File: src/rtl/frog_grid_mover_if.sv
// Button/collision inputs and sprite/status outputs of frog_grid_mover.
// master drives the buttons and watches the sprite; slave is the mover itself.
interface frog_grid_mover_if #(
    parameter int unsigned SCORE_W = 7
);
    logic               i_Frog_Up;
    logic               i_Frog_Dn;
    logic               i_Frog_Lt;
    logic               i_Frog_Rt;
    logic               i_Has_Collided;
    logic               i_Restart;
    logic [9:0]         o_Frog_X;
    logic [9:0]         o_Frog_Y;
    logic [SCORE_W-1:0] o_Score;
    logic [3:0]         o_Lives;
    logic               o_Draw_Frog;
    logic               o_Game_Over;
    logic               o_Hop_Pulse;
    logic               o_Score_Pulse;

    modport master (
        output i_Frog_Up, i_Frog_Dn, i_Frog_Lt, i_Frog_Rt, i_Has_Collided, i_Restart,
        input  o_Frog_X, o_Frog_Y, o_Score, o_Lives, o_Draw_Frog, o_Game_Over,
               o_Hop_Pulse, o_Score_Pulse
    );

    modport slave (
        input  i_Frog_Up, i_Frog_Dn, i_Frog_Lt, i_Frog_Rt, i_Has_Collided, i_Restart,
        output o_Frog_X, o_Frog_Y, o_Score, o_Lives, o_Draw_Frog, o_Game_Over,
               o_Hop_Pulse, o_Score_Pulse
    );
endinterface

File: src/rtl/frog_grid_mover.sv
// Grid-movement controller for the player sprite: press/auto-repeat hops, lives, game over.
// Define FROG_WRAP_EN to make horizontal moves wrap around instead of clamping at the edges.
module frog_grid_mover #(
    parameter int unsigned TILE_SIZE      = 16,
    parameter int unsigned H_VISIBLE      = 640,
    parameter int unsigned V_VISIBLE      = 480,
    parameter int unsigned X_START        = 320,
    parameter int unsigned Y_START        = 464,
    parameter int unsigned FIRST_DELAY    = 12_500_000,
    parameter int unsigned REPEAT_DELAY   = 5_000_000,
    parameter int unsigned RESPAWN_CYCLES = 25_000_000,
    parameter int unsigned LIVES_INI      = 3,
    parameter int unsigned SCORE_W        = 7
) (
    input  logic               i_Clk,
    input  logic               i_Rst_L,
    frog_grid_mover_if.slave   frog_if
);

    localparam int unsigned MaxFr = (FIRST_DELAY > REPEAT_DELAY) ? FIRST_DELAY : REPEAT_DELAY;
    localparam int unsigned MaxDelay = (MaxFr > RESPAWN_CYCLES) ? MaxFr : RESPAWN_CYCLES;
    localparam int unsigned CntW = $clog2(MaxDelay);

    localparam logic [CntW-1:0] FirstLast   = CntW'(FIRST_DELAY - 1);
    localparam logic [CntW-1:0] RepeatLast  = CntW'(REPEAT_DELAY - 1);
    localparam logic [CntW-1:0] RespawnLast = CntW'(RESPAWN_CYCLES - 1);

    localparam logic [9:0] TileW    = 10'(TILE_SIZE);
    localparam logic [9:0] XStart   = 10'(X_START);
    localparam logic [9:0] YStart   = 10'(Y_START);
    localparam logic [9:0] XMax     = 10'(H_VISIBLE - TILE_SIZE);
    localparam logic [9:0] YMax     = 10'(V_VISIBLE - TILE_SIZE);
    localparam logic [9:0] XRtLimit = 10'(H_VISIBLE - 2 * TILE_SIZE);
    localparam logic [9:0] YDnLimit = 10'(V_VISIBLE - 2 * TILE_SIZE);
    localparam logic [9:0] YHomeRow = 10'(2 * TILE_SIZE);

    localparam logic [3:0]         LivesIni = 4'(LIVES_INI);
    localparam logic [SCORE_W-1:0] ScoreMax = '1;

    localparam logic [2:0] StIdle       = 3'd0;
    localparam logic [2:0] StHeldFirst  = 3'd1;
    localparam logic [2:0] StHeldRepeat = 3'd2;
    localparam logic [2:0] StDying      = 3'd3;
    localparam logic [2:0] StGameOver   = 3'd4;

    localparam logic [1:0] DirUp = 2'd0;
    localparam logic [1:0] DirDn = 2'd1;
    localparam logic [1:0] DirLt = 2'd2;
    localparam logic [1:0] DirRt = 2'd3;

    logic [2:0]         state_q, state_d;
    logic [CntW-1:0]    cnt_q, cnt_d;
    logic [1:0]         dir_q, dir_d;
    logic [9:0]         x_q, x_d;
    logic [9:0]         y_q, y_d;
    logic [SCORE_W-1:0] score_q, score_d;
    logic [3:0]         lives_q, lives_d;
    logic               draw_q, draw_d;
    logic               game_over_q, game_over_d;
    logic               hop_q, hop_d;
    logic               score_pulse_q, score_pulse_d;

    logic       dir_valid;
    logic [1:0] dir_in;
    logic [9:0] mv_x, mv_y;
    logic       mv_hop, mv_home;
    logic       do_move;
    logic       live_d;

    // Only a single pressed button is a direction; chords are ignored.
    always_comb begin
        dir_valid = 1'b1;
        dir_in    = DirUp;
        unique case ({frog_if.i_Frog_Up, frog_if.i_Frog_Dn, frog_if.i_Frog_Lt,
                      frog_if.i_Frog_Rt})
            4'b1000: dir_in = DirUp;
            4'b0100: dir_in = DirDn;
            4'b0010: dir_in = DirLt;
            4'b0001: dir_in = DirRt;
            default: dir_valid = 1'b0;
        endcase
    end

    // Candidate move from the current position; blocked moves leave mv_hop low.
    always_comb begin
        mv_x    = x_q;
        mv_y    = y_q;
        mv_hop  = 1'b0;
        mv_home = 1'b0;
        unique case (dir_in)
            DirUp: begin
                mv_hop = 1'b1;
                if (y_q >= YHomeRow) begin
                    mv_y = y_q - TileW;
                end else begin
                    mv_x    = XStart;
                    mv_y    = YStart;
                    mv_home = 1'b1;
                end
            end
            DirDn: begin
                if (y_q <= YDnLimit) begin
                    mv_y   = y_q + TileW;
                    mv_hop = 1'b1;
                end
            end
            DirLt: begin
                if (x_q >= TileW) begin
                    mv_x   = x_q - TileW;
                    mv_hop = 1'b1;
                end
`ifdef FROG_WRAP_EN
                else begin
                    mv_x   = XMax;
                    mv_hop = 1'b1;
                end
`endif
            end
            DirRt: begin
                if (x_q <= XRtLimit) begin
                    mv_x   = x_q + TileW;
                    mv_hop = 1'b1;
                end
`ifdef FROG_WRAP_EN
                else begin
                    mv_x   = 10'd0;
                    mv_hop = 1'b1;
                end
`endif
            end
            default: ;
        endcase
    end

    always_comb begin
        state_d       = state_q;
        cnt_d         = cnt_q;
        dir_d         = dir_q;
        x_d           = x_q;
        y_d           = y_q;
        score_d       = score_q;
        lives_d       = lives_q;
        hop_d         = 1'b0;
        score_pulse_d = 1'b0;
        do_move       = 1'b0;

        case (state_q)
            StIdle, StHeldFirst, StHeldRepeat: begin
                if (frog_if.i_Has_Collided) begin
                    lives_d = lives_q - 4'd1;
                    cnt_d   = '0;
                    state_d = (lives_q == 4'd1) ? StGameOver : StDying;
                end else if (state_q == StIdle) begin
                    if (dir_valid) begin
                        do_move = 1'b1;
                        cnt_d   = '0;
                        dir_d   = dir_in;
                        state_d = StHeldFirst;
                    end
                end else if (!dir_valid || (dir_in != dir_q)) begin
                    cnt_d   = '0;
                    state_d = StIdle;
                end else if (cnt_q == ((state_q == StHeldFirst) ? FirstLast : RepeatLast)) begin
                    do_move = 1'b1;
                    cnt_d   = '0;
                    state_d = StHeldRepeat;
                end else begin
                    cnt_d = cnt_q + 1'b1;
                end
            end
            StDying: begin
                if (cnt_q == RespawnLast) begin
                    x_d     = XStart;
                    y_d     = YStart;
                    cnt_d   = '0;
                    state_d = StIdle;
                end else begin
                    cnt_d = cnt_q + 1'b1;
                end
            end
            StGameOver: begin
                if (frog_if.i_Restart) begin
                    lives_d = LivesIni;
                    score_d = '0;
                    x_d     = XStart;
                    y_d     = YStart;
                    cnt_d   = '0;
                    state_d = StIdle;
                end
            end
            default: begin
                cnt_d   = '0;
                state_d = StIdle;
            end
        endcase

        if (do_move) begin
            x_d   = mv_x;
            y_d   = mv_y;
            hop_d = mv_hop;
            if (mv_home) begin
                score_d       = (score_q == ScoreMax) ? score_q : score_q + 1'b1;
                score_pulse_d = 1'b1;
            end
        end

        // Status flags describe the state being entered, so they line up with x/y.
        live_d      = (state_d == StIdle) || (state_d == StHeldFirst) ||
                      (state_d == StHeldRepeat);
        draw_d      = live_d && (x_d <= XMax) && (y_d <= YMax);
        game_over_d = (state_d == StGameOver);
    end

    always_ff @(posedge i_Clk) begin
        if (!i_Rst_L) begin
            state_q       <= StIdle;
            cnt_q         <= '0;
            dir_q         <= DirUp;
            x_q           <= XStart;
            y_q           <= YStart;
            score_q       <= '0;
            lives_q       <= LivesIni;
            draw_q        <= 1'b0;
            game_over_q   <= 1'b0;
            hop_q         <= 1'b0;
            score_pulse_q <= 1'b0;
        end else begin
            state_q       <= state_d;
            cnt_q         <= cnt_d;
            dir_q         <= dir_d;
            x_q           <= x_d;
            y_q           <= y_d;
            score_q       <= score_d;
            lives_q       <= lives_d;
            draw_q        <= draw_d;
            game_over_q   <= game_over_d;
            hop_q         <= hop_d;
            score_pulse_q <= score_pulse_d;
        end
    end

    assign frog_if.o_Frog_X      = x_q;
    assign frog_if.o_Frog_Y      = y_q;
    assign frog_if.o_Score       = score_q;
    assign frog_if.o_Lives       = lives_q;
    assign frog_if.o_Draw_Frog   = draw_q;
    assign frog_if.o_Game_Over   = game_over_q;
    assign frog_if.o_Hop_Pulse   = hop_q;
    assign frog_if.o_Score_Pulse = score_pulse_q;

endmodule

File: src/flat_wrapper.sv
// flat-port wrapper written by rule: the top's interface ports become plain ports
module frog_grid_mover_flat 
#(
    parameter int unsigned TILE_SIZE      = 16,
    parameter int unsigned H_VISIBLE      = 640,
    parameter int unsigned V_VISIBLE      = 480,
    parameter int unsigned X_START        = 320,
    parameter int unsigned Y_START        = 464,
    parameter int unsigned FIRST_DELAY    = 12_500_000,
    parameter int unsigned REPEAT_DELAY   = 5_000_000,
    parameter int unsigned RESPAWN_CYCLES = 25_000_000,
    parameter int unsigned LIVES_INI      = 3,
    parameter int unsigned SCORE_W        = 7
)
  (i_Clk, i_Rst_L, frog_if_i_Frog_Up, frog_if_i_Frog_Dn, frog_if_i_Frog_Lt, frog_if_i_Frog_Rt, frog_if_i_Has_Collided, frog_if_i_Restart, frog_if_o_Frog_X, frog_if_o_Frog_Y, frog_if_o_Score, frog_if_o_Lives, frog_if_o_Draw_Frog, frog_if_o_Game_Over, frog_if_o_Hop_Pulse, frog_if_o_Score_Pulse);
  frog_grid_mover_if #(.SCORE_W(SCORE_W)) frog_if_i ();
  input  logic i_Clk;
  input  logic i_Rst_L;
  input wire logic [$bits(frog_if_i.i_Frog_Up)-1:0] frog_if_i_Frog_Up;
  input wire logic [$bits(frog_if_i.i_Frog_Dn)-1:0] frog_if_i_Frog_Dn;
  input wire logic [$bits(frog_if_i.i_Frog_Lt)-1:0] frog_if_i_Frog_Lt;
  input wire logic [$bits(frog_if_i.i_Frog_Rt)-1:0] frog_if_i_Frog_Rt;
  input wire logic [$bits(frog_if_i.i_Has_Collided)-1:0] frog_if_i_Has_Collided;
  input wire logic [$bits(frog_if_i.i_Restart)-1:0] frog_if_i_Restart;
  output wire logic [$bits(frog_if_i.o_Frog_X)-1:0] frog_if_o_Frog_X;
  output wire logic [$bits(frog_if_i.o_Frog_Y)-1:0] frog_if_o_Frog_Y;
  output wire logic [$bits(frog_if_i.o_Score)-1:0] frog_if_o_Score;
  output wire logic [$bits(frog_if_i.o_Lives)-1:0] frog_if_o_Lives;
  output wire logic [$bits(frog_if_i.o_Draw_Frog)-1:0] frog_if_o_Draw_Frog;
  output wire logic [$bits(frog_if_i.o_Game_Over)-1:0] frog_if_o_Game_Over;
  output wire logic [$bits(frog_if_i.o_Hop_Pulse)-1:0] frog_if_o_Hop_Pulse;
  output wire logic [$bits(frog_if_i.o_Score_Pulse)-1:0] frog_if_o_Score_Pulse;
  assign frog_if_i.i_Frog_Up = frog_if_i_Frog_Up;
  assign frog_if_i.i_Frog_Dn = frog_if_i_Frog_Dn;
  assign frog_if_i.i_Frog_Lt = frog_if_i_Frog_Lt;
  assign frog_if_i.i_Frog_Rt = frog_if_i_Frog_Rt;
  assign frog_if_i.i_Has_Collided = frog_if_i_Has_Collided;
  assign frog_if_i.i_Restart = frog_if_i_Restart;
  assign frog_if_o_Frog_X = frog_if_i.o_Frog_X;
  assign frog_if_o_Frog_Y = frog_if_i.o_Frog_Y;
  assign frog_if_o_Score = frog_if_i.o_Score;
  assign frog_if_o_Lives = frog_if_i.o_Lives;
  assign frog_if_o_Draw_Frog = frog_if_i.o_Draw_Frog;
  assign frog_if_o_Game_Over = frog_if_i.o_Game_Over;
  assign frog_if_o_Hop_Pulse = frog_if_i.o_Hop_Pulse;
  assign frog_if_o_Score_Pulse = frog_if_i.o_Score_Pulse;
  frog_grid_mover #(.TILE_SIZE(TILE_SIZE), .H_VISIBLE(H_VISIBLE), .V_VISIBLE(V_VISIBLE), .X_START(X_START), .Y_START(Y_START), .FIRST_DELAY(FIRST_DELAY), .REPEAT_DELAY(REPEAT_DELAY), .RESPAWN_CYCLES(RESPAWN_CYCLES), .LIVES_INI(LIVES_INI), .SCORE_W(SCORE_W)) u_core (.i_Clk(i_Clk), .i_Rst_L(i_Rst_L), .frog_if(frog_if_i));
endmodule
File: config.mk
export PLATFORM = sky130hd
export DESIGN_NAME = frog_grid_mover_flat
export DESIGN_NICKNAME = d
export VERILOG_FILES = /design/src/rtl/frog_grid_mover_if.sv /design/src/rtl/frog_grid_mover.sv /design/src/flat_wrapper.sv
export SDC_FILE = /design/constraint.sdc
export NUM_CORES = 1
export LEC_CHECK = 0
export ABC_CLOCK_PERIOD_IN_PS = 3600
export CORE_MARGIN = 10
export CORE_UTILIZATION = 57
export CTS_CLUSTER_SIZE = 40
export DETAILED_ROUTE_END_ITERATION = 6
export GPL_ROUTABILITY_DRIVEN = 0
export PLACE_DENSITY = 0.84
export REMOVE_ABC_BUFFERS = 1
export SETUP_SLACK_MARGIN = 0.15
export SLEW_MARGIN = 40
export SYNTH_ARGS = -nofsm -noshare
export SYNTH_HDL_FRONTEND = slang
export SYNTH_SLANG_ARGS = --single-unit
File: constraint.sdc
create_clock -name i_Clk -period 3.6 [get_ports i_Clk]
set_input_delay 0.72 -clock i_Clk [delete_from_list [all_inputs] [get_ports i_Clk]]
set_output_delay 0.72 -clock i_Clk [all_outputs]
set_load 0.01 [all_outputs]
Word level (Yosys, flattened, before mapping):

Cells that the tools add are included.

* add/sub/neg operators: 7
* magnitude comparators: 6
* equal/unequal tests: 23
* multiplexer cells: 56
* bitwise logic cells: 1
* reduce and logical (&&, ||, !) cells: 16

Operators with widths (count)
* $mux 25: 7
* $mux 10: 11
* $pmux 25 s3: 1
* $pmux 10 s2: 3
* $mux 7: 5
* $pmux 10 s3: 1
* $add 25x1->25 const B: 1
* $eq 25x25->1: 1
* $eq 25x25->1 const B: 1
* $mux 24: 1
* $mux 3: 8
* $add 10x5->10 const B: 2
* $le 10x10->1 const B: 2
* $le 10x9->1 const B: 2
* $sub 10x5->10 const B: 2
* $mux 1: 13
* $ge 10x5->1 const B: 1
* $ge 10x6->1 const B: 1
* $eq 3x2->1 const B: 3
* $pmux 3 s3: 1
* $eq 4x1->1 const B: 2
* $mux 4: 2
* $pmux 4 s2: 1
* $add 7x1->7 const B: 1
* 27 further kinds: 36

* register bits: 65
* input bits: 8
* output and inout bits: 35
* word-level logic and storage cells: 120

Depth between registers and ports, before layout:

Gate-level depths: netlist of run 1.

* depth after elaboration: 14
* mapped depth: 12
* depth with buffers taken out: 11

Least setup slack after synthesis of run 1:

No wires, ideal clock.

* path type: input -> register
* from: in frog_if_i_Frog_Dn
* to: reg u_core.draw_q (netlist: u_core.frog_if.o_Draw_Frog)
* library setup time: 0.122 ns
* arrival time: 2.887 ns
* data required time: 3.478 ns
* path slack: 0.591 ns
* cell stages on the path: 10
* path buffers: 2
* cells stage by stage: buf_2 -> or4b_1 -> buf_2 -> a211oi_1 -> nor4b_1 -> a211oi_1 -> a21oi_1 -> or4b_1 -> a21o_1 -> o311a_1

* word-level cells in the longest chain between the ends: 14
* elaborated cells between the ends (all ways): 37
* those cells by class: 2 x order compare; 10 x eq/ne; 16 x mux; 9 x reduce/logical

Ends and longest elaborated chain
* from (decl): RTL line flat_wrapper.sv:20 `input wire logic [$bits(frog_if_i.i_Frog_Dn)-1:0] frog_if_i_Frog_Dn;`
* parallel branches: the longest is 13 deep, another holds $le 10x10->1
* $logic_and 1x1->1 *: RTL line frog_grid_mover.sv:210 `draw_d = live_d && (x_d <= XMax) && (y_d <= YMax);`
* to (signal assigned): RTL line frog_grid_mover.sv:235 `draw_q <= draw_d;`
* to (decl): RTL line frog_grid_mover.sv:58 `logic draw_q, draw_d;`

Mark *: on every way between the ends.
A chain may end at the register's enable or synchronous reset.

Worst setup path after layout of run 1:

* from: in frog_if_i_Frog_Rt
* to: reg u_core.cnt_q[24]

* word-level cells in the longest chain between the ends: 9
* elaborated cells between the ends (all ways): 16
* those cells by class: 6 x eq/ne; 6 x mux; 4 x reduce/logical

Ends and longest elaborated chain
* from (decl): RTL line flat_wrapper.sv:22 `input wire logic [$bits(frog_if_i.i_Frog_Rt)-1:0] frog_if_i_Frog_Rt;`
* $eq 4x4->1, or another cell as far along: RTL line frog_grid_mover.sv:74 `unique case ({frog_if.i_Frog_Up, frog_if.i_Frog_Dn, frog_if.i_Frog_Lt,`
* $reduce_or 4->1 (no source line)
* $mux 1: RTL line frog_grid_mover.sv:74
* $logic_not 1->1: RTL line frog_grid_mover.sv:160 `end else if (!dir_valid || (dir_in != dir_q)) begin`
* $logic_or 1x1->1: RTL line frog_grid_mover.sv:160
* $mux 25: RTL line frog_grid_mover.sv:160
* $mux 25: RTL line frog_grid_mover.sv:153 `end else if (state_q == StIdle) begin`
* $mux 25: RTL line frog_grid_mover.sv:149 `if (frog_if.i_Has_Collided) begin`
* $pmux 25 s3: RTL line frog_grid_mover.sv:147 `case (state_q)`
* to (signal assigned): RTL line frog_grid_mover.sv:229 `cnt_q <= cnt_d;`
* to (decl): RTL line frog_grid_mover.sv:52 `logic [CntW-1:0] cnt_q, cnt_d;`

Parallel ways exist; a longest one is shown, timed or not.

==> flow_metrics.py, run 1 <==
metrics = {
    "floorplan": {
        "fp.dieW_um": 104,
        "io_pins": 43,
        "die_h_um": 104,
        "initial_core_util": 0.590,
        "rows": 30,
        "die-area_um2": 10800,
        "coreArea_um2": 6790,
    },
    "drt": {
        "routedWlPerCell_um": 16.3,
        "via_per_inst": 6.22,
        "via_count": 4245,
        "ant_nets": 0,
        "drc": 0,
        "first_pass_iters": 5,
        "drt-total-wl_um": 11100,
        "drt_iter0_markers": 362,
    },
    "finish": {
        "fin_area_um2": 4910,
        "layout_commonest_cell": "nor2_1",
        "final_util": 0.722,
        "area_delta_synth_final_pct": 22.5,
        "drive_above_1_share": 0.108,
        "layout_common_cells": "67 x nor2_1, 65 x dfxtp_1, 51 x nand2_1, 42 x clkdlybuf4s50_1, 38 x a21oi_1",
        "fin_nets": 600,
        "num_antenna_cells": 0,
        "fill_cells": 514,
    },
    "sta": {
        "fin_tns_setup_ps": 0,
        "maxSlewViolCount": 0,
        "fmax_mhz": 304,
        "rsz0062_at_grt": "false",
        "fin_crit_ps": 3290,
        "setup_violations": 0,
        "tightest_slew_ps": 758,
        "hold_ws_ps": 492,
        "fin_crit_sh": 0.915,
        "skew_ps": 9.39,
        "hold_viol": 0,
        "slew_headroom": 0.491,
    },
    "power_and_ir_drop": {
        "p_switching_mw": 0.429,
        "power_frac_seq": 0.456,
        "worst_ir_drop_vdd_mv": 0.250,
        "p_clk_frac": 0.439,
        "p_int_mw": 1.19,
        "power_density_nw_per_um2": 330,
        "switching_share": 0.265,
        "p_leak_nw": 1.78,
        "p_comb_frac": 0.105,
    },
    "synth": {
        "syn_avg_cell_area_um2": 7.69,
        "synth.distinct_cells": 72,
        "synthFlopType": "dfxtp_1",
        "ys_async_sr_fraction": 0,
        "ys_ff_latch": 65,
        "synth-edff-count": 0,
        "synth_area_um2": 4010,
        "ys_warn_count": 0,
        "ys_seq_area_frac": 0.325,
        "synth_cells": 521,
    },
    "clock_tree": {
        "ctsRootBufferMaster": "clkbuf_8",
        "ctsHtreeMaxLevel": 3,
        "holdBufCountCts": 0,
        "clk_path_buf_depth": 2,
        "clkTransAtPathRegs_ps": 80,
        "cts_tree": "yes",
        "insertion_delay_ps": 350,
        "cts_buffers": 9,
        "clock_sinks": 65,
    },
    "global_route": {
        "grt_max_degree": 19,
        "grt_overflow": 0,
        "grt_pass1_wl_um": 18800,
        "antenna_found_initial": 0,
        "grtUsageTotal": 0.201,
        "first_global_vias": 4083,
    },
    "worst_setup_path": {
        "max_stage_delay_ps": 650,
        "path_cells": "clkdlybuf4s50_1 -> or4b_1 -> buf_4 -> nand2_4 -> nor3b_1 -> o21ai_4 -> and4_1 -> and3_4 -> nand3_2 -> or3_1 -> a21oi_1",
        "cp_max_fo": 10,
        "critical_path.top_delay_family": "simple AND/OR/NAND/NOR gates",
        "cp.arrival_ps": 3580,
        "cp-start-kind": "input pin",
        "crit_path_end_kind": "flip-flop",
        "required_ps": 3880,
        "worst-setup-path-type": "input pin to flip-flop",
        "timing.critical_path.buf_inv": 2,
        "critical-path-slowest-cell": "or4b_1",
    },
    "placed_design": {
        "dp.final_hpwl_um": 7980,
        "io_buffers": 42,
        "place_area_um2": 4670,
    },
    "run": {
        "maxCapViolations": 0,
    },
    "outcome": {
        "status": "completed",
    },
    "min_path": {
        "hold_path_class": "flip-flop to flip-flop",
    },
}
repair_timing:
action,4_1_cts,5_1_grt
resized for setup,0,1
setup endpoints to repair,0,1
setup buffers,0,1
cell type report:
cell class	instances	area, um^2	area share
timing repair buffer	74	661	0.135
sequential	65	1300	0.265
multi-input combinational	413	2530	0.516
clock buffer	9	124	0.0252
clock inverter	7	103	0.0209
inverter	18	67.6	0.0138
tap	96	120	0.0245
power groups by stage:
stage          Clock (mW)  Sequential (mW)  Combinational [mW]
2_1_floorplan           0            0.755              0.0912
3_3_place_gp            0            0.756               0.161
3_5_place_dp            0            0.756               0.165
4_1_cts             0.721            0.739               0.167
5_1_grt             0.752            0.741               0.186
6_report            0.711            0.740               0.170
through the flow:
step / setup WS, ps / std cells / total power [mW]
5_1_grt: 170 / 682 / 1.68
2_1_floorplan: 602 / 496 / 0.847
3_3_place_gp: 98.8 / 665 / 0.917
4_1_cts: 338 / 681 / 1.63
6_report: 306 / 682 / 1.62
3_5_place_dp: 3.17 / 665 / 0.921
state kept, by name, summed over array words and instances, names as in the netlist, 2 cells and up:
signal / flops
u_core.state_q: 3
u_core.frog_if.o_Score: 7
u_core.frog_if.o_Frog_Y: 10
u_core.dir_q: 2
u_core.cnt_q: 25
u_core.frog_if.o_Frog_X: 10
u_core.frog_if.o_Lives: 4
Yosys cell counts (5+ instances only):
cell type,count,area share
a211oi_1,9,0.017
a21o_1,5,0.0094
a21oi_1,38,0.047
a311oi_1,5,0.011
a31oi_1,5,0.0078
and2_1,15,0.023
and3_1,9,0.014
buf_2,7,0.0087
clkbuf_1,17,0.016
dfxtp_1,65,0.32
ha_1,11,0.034
inv_1,17,0.016
nand2_1,51,0.048
nand2b_1,8,0.012
nand3_1,20,0.025
nand4_1,7,0.011
nor2_1,67,0.063
nor2b_1,5,0.0078
nor3_1,22,0.027
nor3b_1,6,0.011
nor4_1,6,0.0094
o21ai_0,26,0.032
o22ai_1,5,0.0078
or3_1,5,0.0078
xor2_1,11,0.024
cells by family (layout without fill, tap and decap cells):
kind of cell / after synthesis / in the layout / synth area share
flip-flops: 65 / 65 / 0.325
adder cells (fa/ha/maj): 11 / 11 / 0.0344
AND/OR/NAND/NOR: 251 / 251 / 0.336
XOR/XNOR: 14 / 14 / 0.0306
AO/OA/AOI/OAI: 134 / 134 / 0.222
multiplexers: 3 / 3 / 0.00781
buffers and inverters: 43 / 108 / 0.0443
path summary, 6_finish.rpt:
path	cells past startpoint	endpoint	startpoint	slack [ps]
max reg2reg	10	u_core.frog_if.o_Draw_Frog	u_core.cnt_q[12]	670
max	11	u_core.cnt_q[24]	frog_if_i_Frog_Rt	310
min	1	u_core.frog_if.o_Frog_Y[3]	u_core.frog_if.o_Frog_Y[3]	490
min reg2reg	1	u_core.frog_if.o_Frog_Y[3]	u_core.frog_if.o_Frog_Y[3]	490
routing by layer:
metal,wire [um],part of all wire,global-route usage
met3,868,0.078,0.0434
met1,4450,0.40,0.233
met2,5430,0.49,0.347
met5,0,0,0
met4,356,0.032,0.0855
No activity file was read; power rests on OpenSTA's default activity.
==> inputs of run 2 (changes only) <==
--- a/config.mk
+++ b/config.mk
@@ -8,11 +8,11 @@
 export ABC_CLOCK_PERIOD_IN_PS = 3600
 export CORE_MARGIN = 10
 export CORE_UTILIZATION = 57
+export CTS_BUF_LIST = sky130_fd_sc_hd__clkbuf_8
 export CTS_CLUSTER_SIZE = 40
 export DETAILED_ROUTE_END_ITERATION = 6
 export GPL_ROUTABILITY_DRIVEN = 0
 export PLACE_DENSITY = 0.84
-export REMOVE_ABC_BUFFERS = 1
 export SETUP_SLACK_MARGIN = 0.15
 export SLEW_MARGIN = 40
 export SYNTH_ARGS = -nofsm -noshare
==> flow_metrics.py, run 2 (synthesized netlist as in run 1, its figures left out) <==
metrics = {
    "sta": {
        "skew_ps": 10.2,
        "hold_ws_ps": 492,
        "maxSlewViolCount": 0,
        "hold_viol": 0,
        "fin_crit_sh": 0.916,
        "slew_headroom": 0.532,
        "fin_tns_setup_ps": 0,
        "fmax_mhz": 303,
        "setup_violations": 0,
        "tightest_slew_ps": 696,
        "fin_crit_ps": 3300,
        "rsz0062_at_grt": "false",
    },
    "run": {
        "maxCapViolations": 0,
    },
    "power_and_ir_drop": {
        "total_power_mw": 1.53,
        "p_leak_nw": 1.75,
        "worst_ir_drop_vdd_mv": 0.287,
        "power_density_nw_per_um2": 317,
    },
    "worst_setup_path": {
        "cp.arrival_ps": 3520,
        "endpoint": "u_core.frog_if.o_Draw_Frog",
        "cp_max_fo": 6,
        "rr_endpoint": "u_core.frog_if.o_Draw_Frog",
        "reg2reg_depth": 9,
        "path_cells": "clkdlybuf4s50_1 -> or4b_1 -> a311oi_1 -> nor4b_1 -> a211oi_1 -> a21oi_1 -> or4b_1 -> a21o_1 -> o311a_1",
        "rr_startpoint": "u_core.frog_if.o_Frog_Y[6]",
        "required_ps": 3820,
        "max_stage_delay_ps": 640,
        "rrSetupSlack_ps": 570,
        "worst-setup-path-type": "input pin to flip-flop",
        "cp-start-kind": "input pin",
        "worst_path_most_repeated_cell": "or4b_1",
        "critical-path-slowest-cell": "or4b_1",
        "crit_path_end_kind": "flip-flop",
        "crit_start": "frog_if_i_Frog_Rt",
    },
    "finish": {
        "layout_commonest_cell": "nor2_1",
        "num_antenna_cells": 0,
        "stdcell_count": 674,
        "largest_reg_flops": 25,
        "drive_above_1_share": 0.0917,
        "final_util": 0.709,
        "fin_nets": 593,
        "layout_common_cells": "67 x nor2_1, 65 x dfxtp_1, 51 x nand2_1, 42 x clkdlybuf4s50_1, 38 x a21oi_1",
        "largest_register": "u_core.cnt_q",
        "area_delta_synth_final_pct": 20.3,
        "fill_cells": 589,
    },
    "clock_tree": {
        "insertion_delay_ps": 340,
        "clkTransAtPathRegs_ps": 60,
        "ctsHtreeMaxLevel": 3,
        "clk_path_buf_depth": 2,
        "cts_setup_buffers": 0,
        "holdBufCountCts": 0,
        "cts_buffers": 9,
        "clock_sinks": 65,
        "cts_tree": "yes",
        "ctsRootBufferMaster": "clkbuf_8",
        "post_cts_resized": 0,
    },
    "floorplan": {
        "fp.dieW_um": 104,
        "io_pins": 43,
        "coreArea_um2": 6790,
        "rows": 30,
        "initial_core_util": 0.590,
        "die-area_um2": 10800,
        "die_h_um": 104,
    },
    "drt": {
        "drc": 2,
        "via_per_inst": 6.18,
        "drt_iter0_markers": 272,
        "ant_nets": 0,
        "via_count": 4162,
        "drt-total-wl_um": 10700,
        "first_pass_iters": 7,
        "routedWlPerCell_um": 15.9,
    },
    "outcome": {
        "status": "finished, violations left",
        "failed_checks": "design-rule violations",
    },
    "synth": {
        "syn_nets": 540,
    },
    "global_route": {
        "grtUsageTotal": 0.194,
        "antenna_found_initial": 0,
        "grt_overflow": 0,
        "grt_pass1_wl_um": 18200,
        "grt_max_degree": 19,
        "first_global_vias": 3959,
    },
    "placed_design": {
        "dp.final_hpwl_um": 7970,
        "dp.cells": 659,
        "io_buffers": 42,
    },
    "min_path": {
        "min_from": "u_core.frog_if.o_Frog_Y[0]",
        "hold_path_class": "flip-flop to flip-flop",
    },
}
-- run 2: worst max-delay path: cells and delay by family --
kind / cells / cell delay [ps]
AOI/OAI and AO/OA: 5 / 940
buffers and inverters: 1 / 560
and+or+nand+nor: 3 / 1300
-- run 2: per-stage QoR --
step                setup slack, ps  instance area [um^2]
floorplan                       591                  4010
global placement               85.3                  4620
detailed placement             37.8                  4620
CTS                             374                  4820
global route                    155                  4820
finish                          303                  4820
-- run 2: area by class of cell --
class                   instances  area [um^2]  area share
multi-input cells             413         2530       0.524
inverters                      18         67.6      0.0140
flip-flops and latches         65         1300       0.270
clock buffers                  11          151      0.0314
repair buffers                 67          608       0.126
well taps                      96          120      0.0249
clock inverters                 4         43.8     0.00909
-- run 2: worst min path at each step --
stage                                            end  slack (ps)  cells after the start
after floorplan                     u_core.cnt_q[11]         460                      2
after global placement    u_core.frog_if.o_Frog_X[1]         470                      1
after detailed placement  u_core.frog_if.o_Frog_Y[0]         470                      1
after CTS                 u_core.frog_if.o_Frog_Y[0]         490                      1
after global routing      u_core.frog_if.o_Frog_X[3]         500                      1
final                     u_core.frog_if.o_Frog_Y[0]         490                      1
-- run 2: power by group --
part | internal [mW] | switching [mW]
Sequential | 0.727 | 0.0126
Combinational | 0.0687 | 0.100
Clock | 0.349 | 0.269
-- run 2: per-layer routing --
layer | GRT usage | routed length [um]
met2 | 0.322 | 5160
met3 | 0.0558 | 775
met1 | 0.228 | 4520
met5 | 0 | 0
met4 | 0.0825 | 261
==> inputs of run 3 (changes only) <==
--- a/config.mk
+++ b/config.mk
@@ -12,8 +12,9 @@
 export CTS_CLUSTER_SIZE = 40
 export DETAILED_ROUTE_END_ITERATION = 6
 export GPL_ROUTABILITY_DRIVEN = 0
+export GPL_TIMING_DRIVEN = 0
 export PLACE_DENSITY = 0.84
-export SETUP_SLACK_MARGIN = 0.15
+export SETUP_SLACK_MARGIN = 0.02
 export SLEW_MARGIN = 40
 export SYNTH_ARGS = -nofsm -noshare
 export SYNTH_HDL_FRONTEND = slang
==> constraint.sdc (replaced) <==
create_clock -name i_Clk -period 3.6 [get_ports i_Clk]
set_input_delay 0.36 -clock i_Clk [delete_from_list [all_inputs] [get_ports i_Clk]]
set_output_delay 0.36 -clock i_Clk [all_outputs]
set_load 0.01 [all_outputs]
==> flow_metrics.py, run 3 (synthesized netlist as in run 1, its figures left out) <==
metrics = {
    "outcome": {
        "status": "completed",
    },
    "finish": {
        "largest_reg_flops": 25,
        "fin_nets": 590,
        "stdcell_count": 672,
        "num_antenna_cells": 0,
        "largest_register": "u_core.cnt_q",
        "layout_commonest_cell": "nor2_1",
        "area_delta_synth_final_pct": 17.3,
        "layout_common_cells": "67 x nor2_1, 65 x dfxtp_1, 51 x nand2_1, 39 x clkdlybuf4s50_1, 38 x a21oi_1",
        "drive_above_1_share": 0.0694,
    },
    "global_route": {
        "grt_pass1_wl_um": 17600,
        "grt_overflow": 0,
        "first_global_vias": 3742,
        "grt_max_degree": 13,
        "antenna_found_initial": 0,
        "grtUsageTotal": 0.189,
    },
    "drt": {
        "ant_nets": 0,
        "drt-total-wl_um": 10700,
        "drt_iter0_markers": 222,
        "drc": 0,
        "first_pass_iters": 7,
        "via_per_inst": 6.17,
        "via_count": 4143,
        "routedWlPerCell_um": 15.9,
    },
    "worst_setup_path": {
        "worst-setup-path-type": "input pin to flip-flop",
        "reg2reg_depth": 10,
        "crit_path_end_kind": "flip-flop",
        "required_ps": 3850,
        "rrSetupSlack_ps": 510,
        "cp_max_fo": 10,
        "cp.arrival_ps": 3500,
        "cp-start-kind": "input pin",
        "rr_endpoint": "u_core.frog_if.o_Score[2]",
        "rr_startpoint": "u_core.frog_if.o_Frog_Y[6]",
    },
    "floorplan": {
        "coreArea_um2": 6790,
        "io_pins": 43,
        "fp.dieW_um": 104,
        "die-area_um2": 10800,
        "rows": 30,
        "die_h_um": 104,
        "initial_core_util": 0.590,
    },
    "sta": {
        "slew_headroom": 0.512,
        "fin_ws_ps": 353,
        "tightest_slew_ps": 727,
        "rsz0062_at_grt": "false",
        "skew_ps": 7.67,
        "fin_crit_sh": 0.902,
        "fmax_mhz": 308,
        "hold_viol": 0,
        "fin_crit_ps": 3250,
        "setup_violations": 0,
        "maxSlewViolCount": 0,
        "fin_tns_setup_ps": 0,
    },
    "min_path": {
        "min_path_cells": 3,
        "hold_end": "u_core.frog_if.o_Score[4]",
        "hold_path_class": "input pin to flip-flop",
        "min_from": "i_Rst_L",
    },
    "clock_tree": {
        "post_cts_resized": 0,
        "clkTransAtPathRegs_ps": 80,
        "cts_tree": "yes",
        "cts_buffers": 9,
        "cts_setup_buffers": 0,
        "holdBufCountCts": 0,
        "ctsHtreeMaxLevel": 3,
        "insertion_delay_ps": 360,
        "ctsRootBufferMaster": "clkbuf_8",
        "clock_sinks": 65,
        "clk_path_buf_depth": 2,
    },
    "placed_design": {
        "dp.final_hpwl_um": 7850,
        "pre_cts_ws_ps": 86.5,
        "io_buffers": 39,
        "dp.cells": 656,
    },
    "power_and_ir_drop": {
        "p_leak_nw": 1.63,
        "total_power_mw": 1.44,
        "worst_ir_drop_vdd_mv": 0.201,
        "power_density_nw_per_um2": 306,
    },
    "run": {
        "maxCapViolations": 0,
    },
    "synth": {
        "syn_nets": 540,
    },
}
## run 3: changes by cell type in the layout (fill, tap and decap cells not counted), sizes merged
| cell | before | now |
|---|---|---|
| clkinvlp | 0 | 5 |
| clkdlybuf4s50 | 42 | 39 |
| clkbuf | 11 | 26 |
| bufinv | 1 | 0 |
| buf | 25 | 8 |
| inv | 18 | 17 |
## run 3: metrics by stage
step | hold slack [ps] | area, um^2 | util
floorplan | 462 | 4010 | -
global placement | 467 | 4520 | 0.665
detailed placement | 476 | 4520 | 0.666
CTS | 420 | 4690 | 0.691
global route | 471 | 4700 | 0.692
finish | 424 | 4700 | 0.692
## run 3: worst max-delay path, stage by stage
cell,delay [ps]
clkdlybuf4s50_1,640
nor4b_2,480
nor2_1,240
a21boi_1,200
nand2b_1,110
clkbuf_1,230
a31oi_1,240
o211ai_1,140
or4b_1,560
a21o_1,200
o311a_1,100
## run 3: power by group
group | switching (mW) | internal, mW
logic | 0.104 | 0.0568
clock network | 0.299 | 0.246
registers | 0.00671 | 0.727
total | 0.410 | 1.03
## run 3: how the worst max path moves through the flow
stage                                           from                         end  slack, ps  cells past startpoint
after floorplan           u_core.frog_if.o_Frog_Y[6]  u_core.frog_if.o_Draw_Frog        910                     10
after global placement             frog_if_i_Frog_Lt  u_core.frog_if.o_Draw_Frog        110                     11
after detailed placement           frog_if_i_Frog_Rt  u_core.frog_if.o_Draw_Frog         90                     11
after CTS                          frog_if_i_Frog_Rt  u_core.frog_if.o_Draw_Frog        440                     11
after global routing               frog_if_i_Frog_Lt  u_core.frog_if.o_Draw_Frog         80                     11
final                              frog_if_i_Frog_Rt  u_core.frog_if.o_Draw_Frog        350                     11
## run 3: area by class of cell
cell class              instances  area [um^2]
plain buffers                  25          110
clock buffers                   9          124
clock inverters                 7         47.5
well taps                      96          120
fillers                       571         2090
multi-input cells             413         2540
inverters                      18         67.6
repair buffers                 39          390
flip-flops and latches         65         1300
## run 3: metal layers
layer | part of all wire | global-route usage | wire (um)
met1 | 0.43 | 0.233 | 4570
met2 | 0.47 | 0.306 | 5070
met3 | 0.068 | 0.0353 | 729
met4 | 0.031 | 0.101 | 331
met5 | 0 | 0 | 0
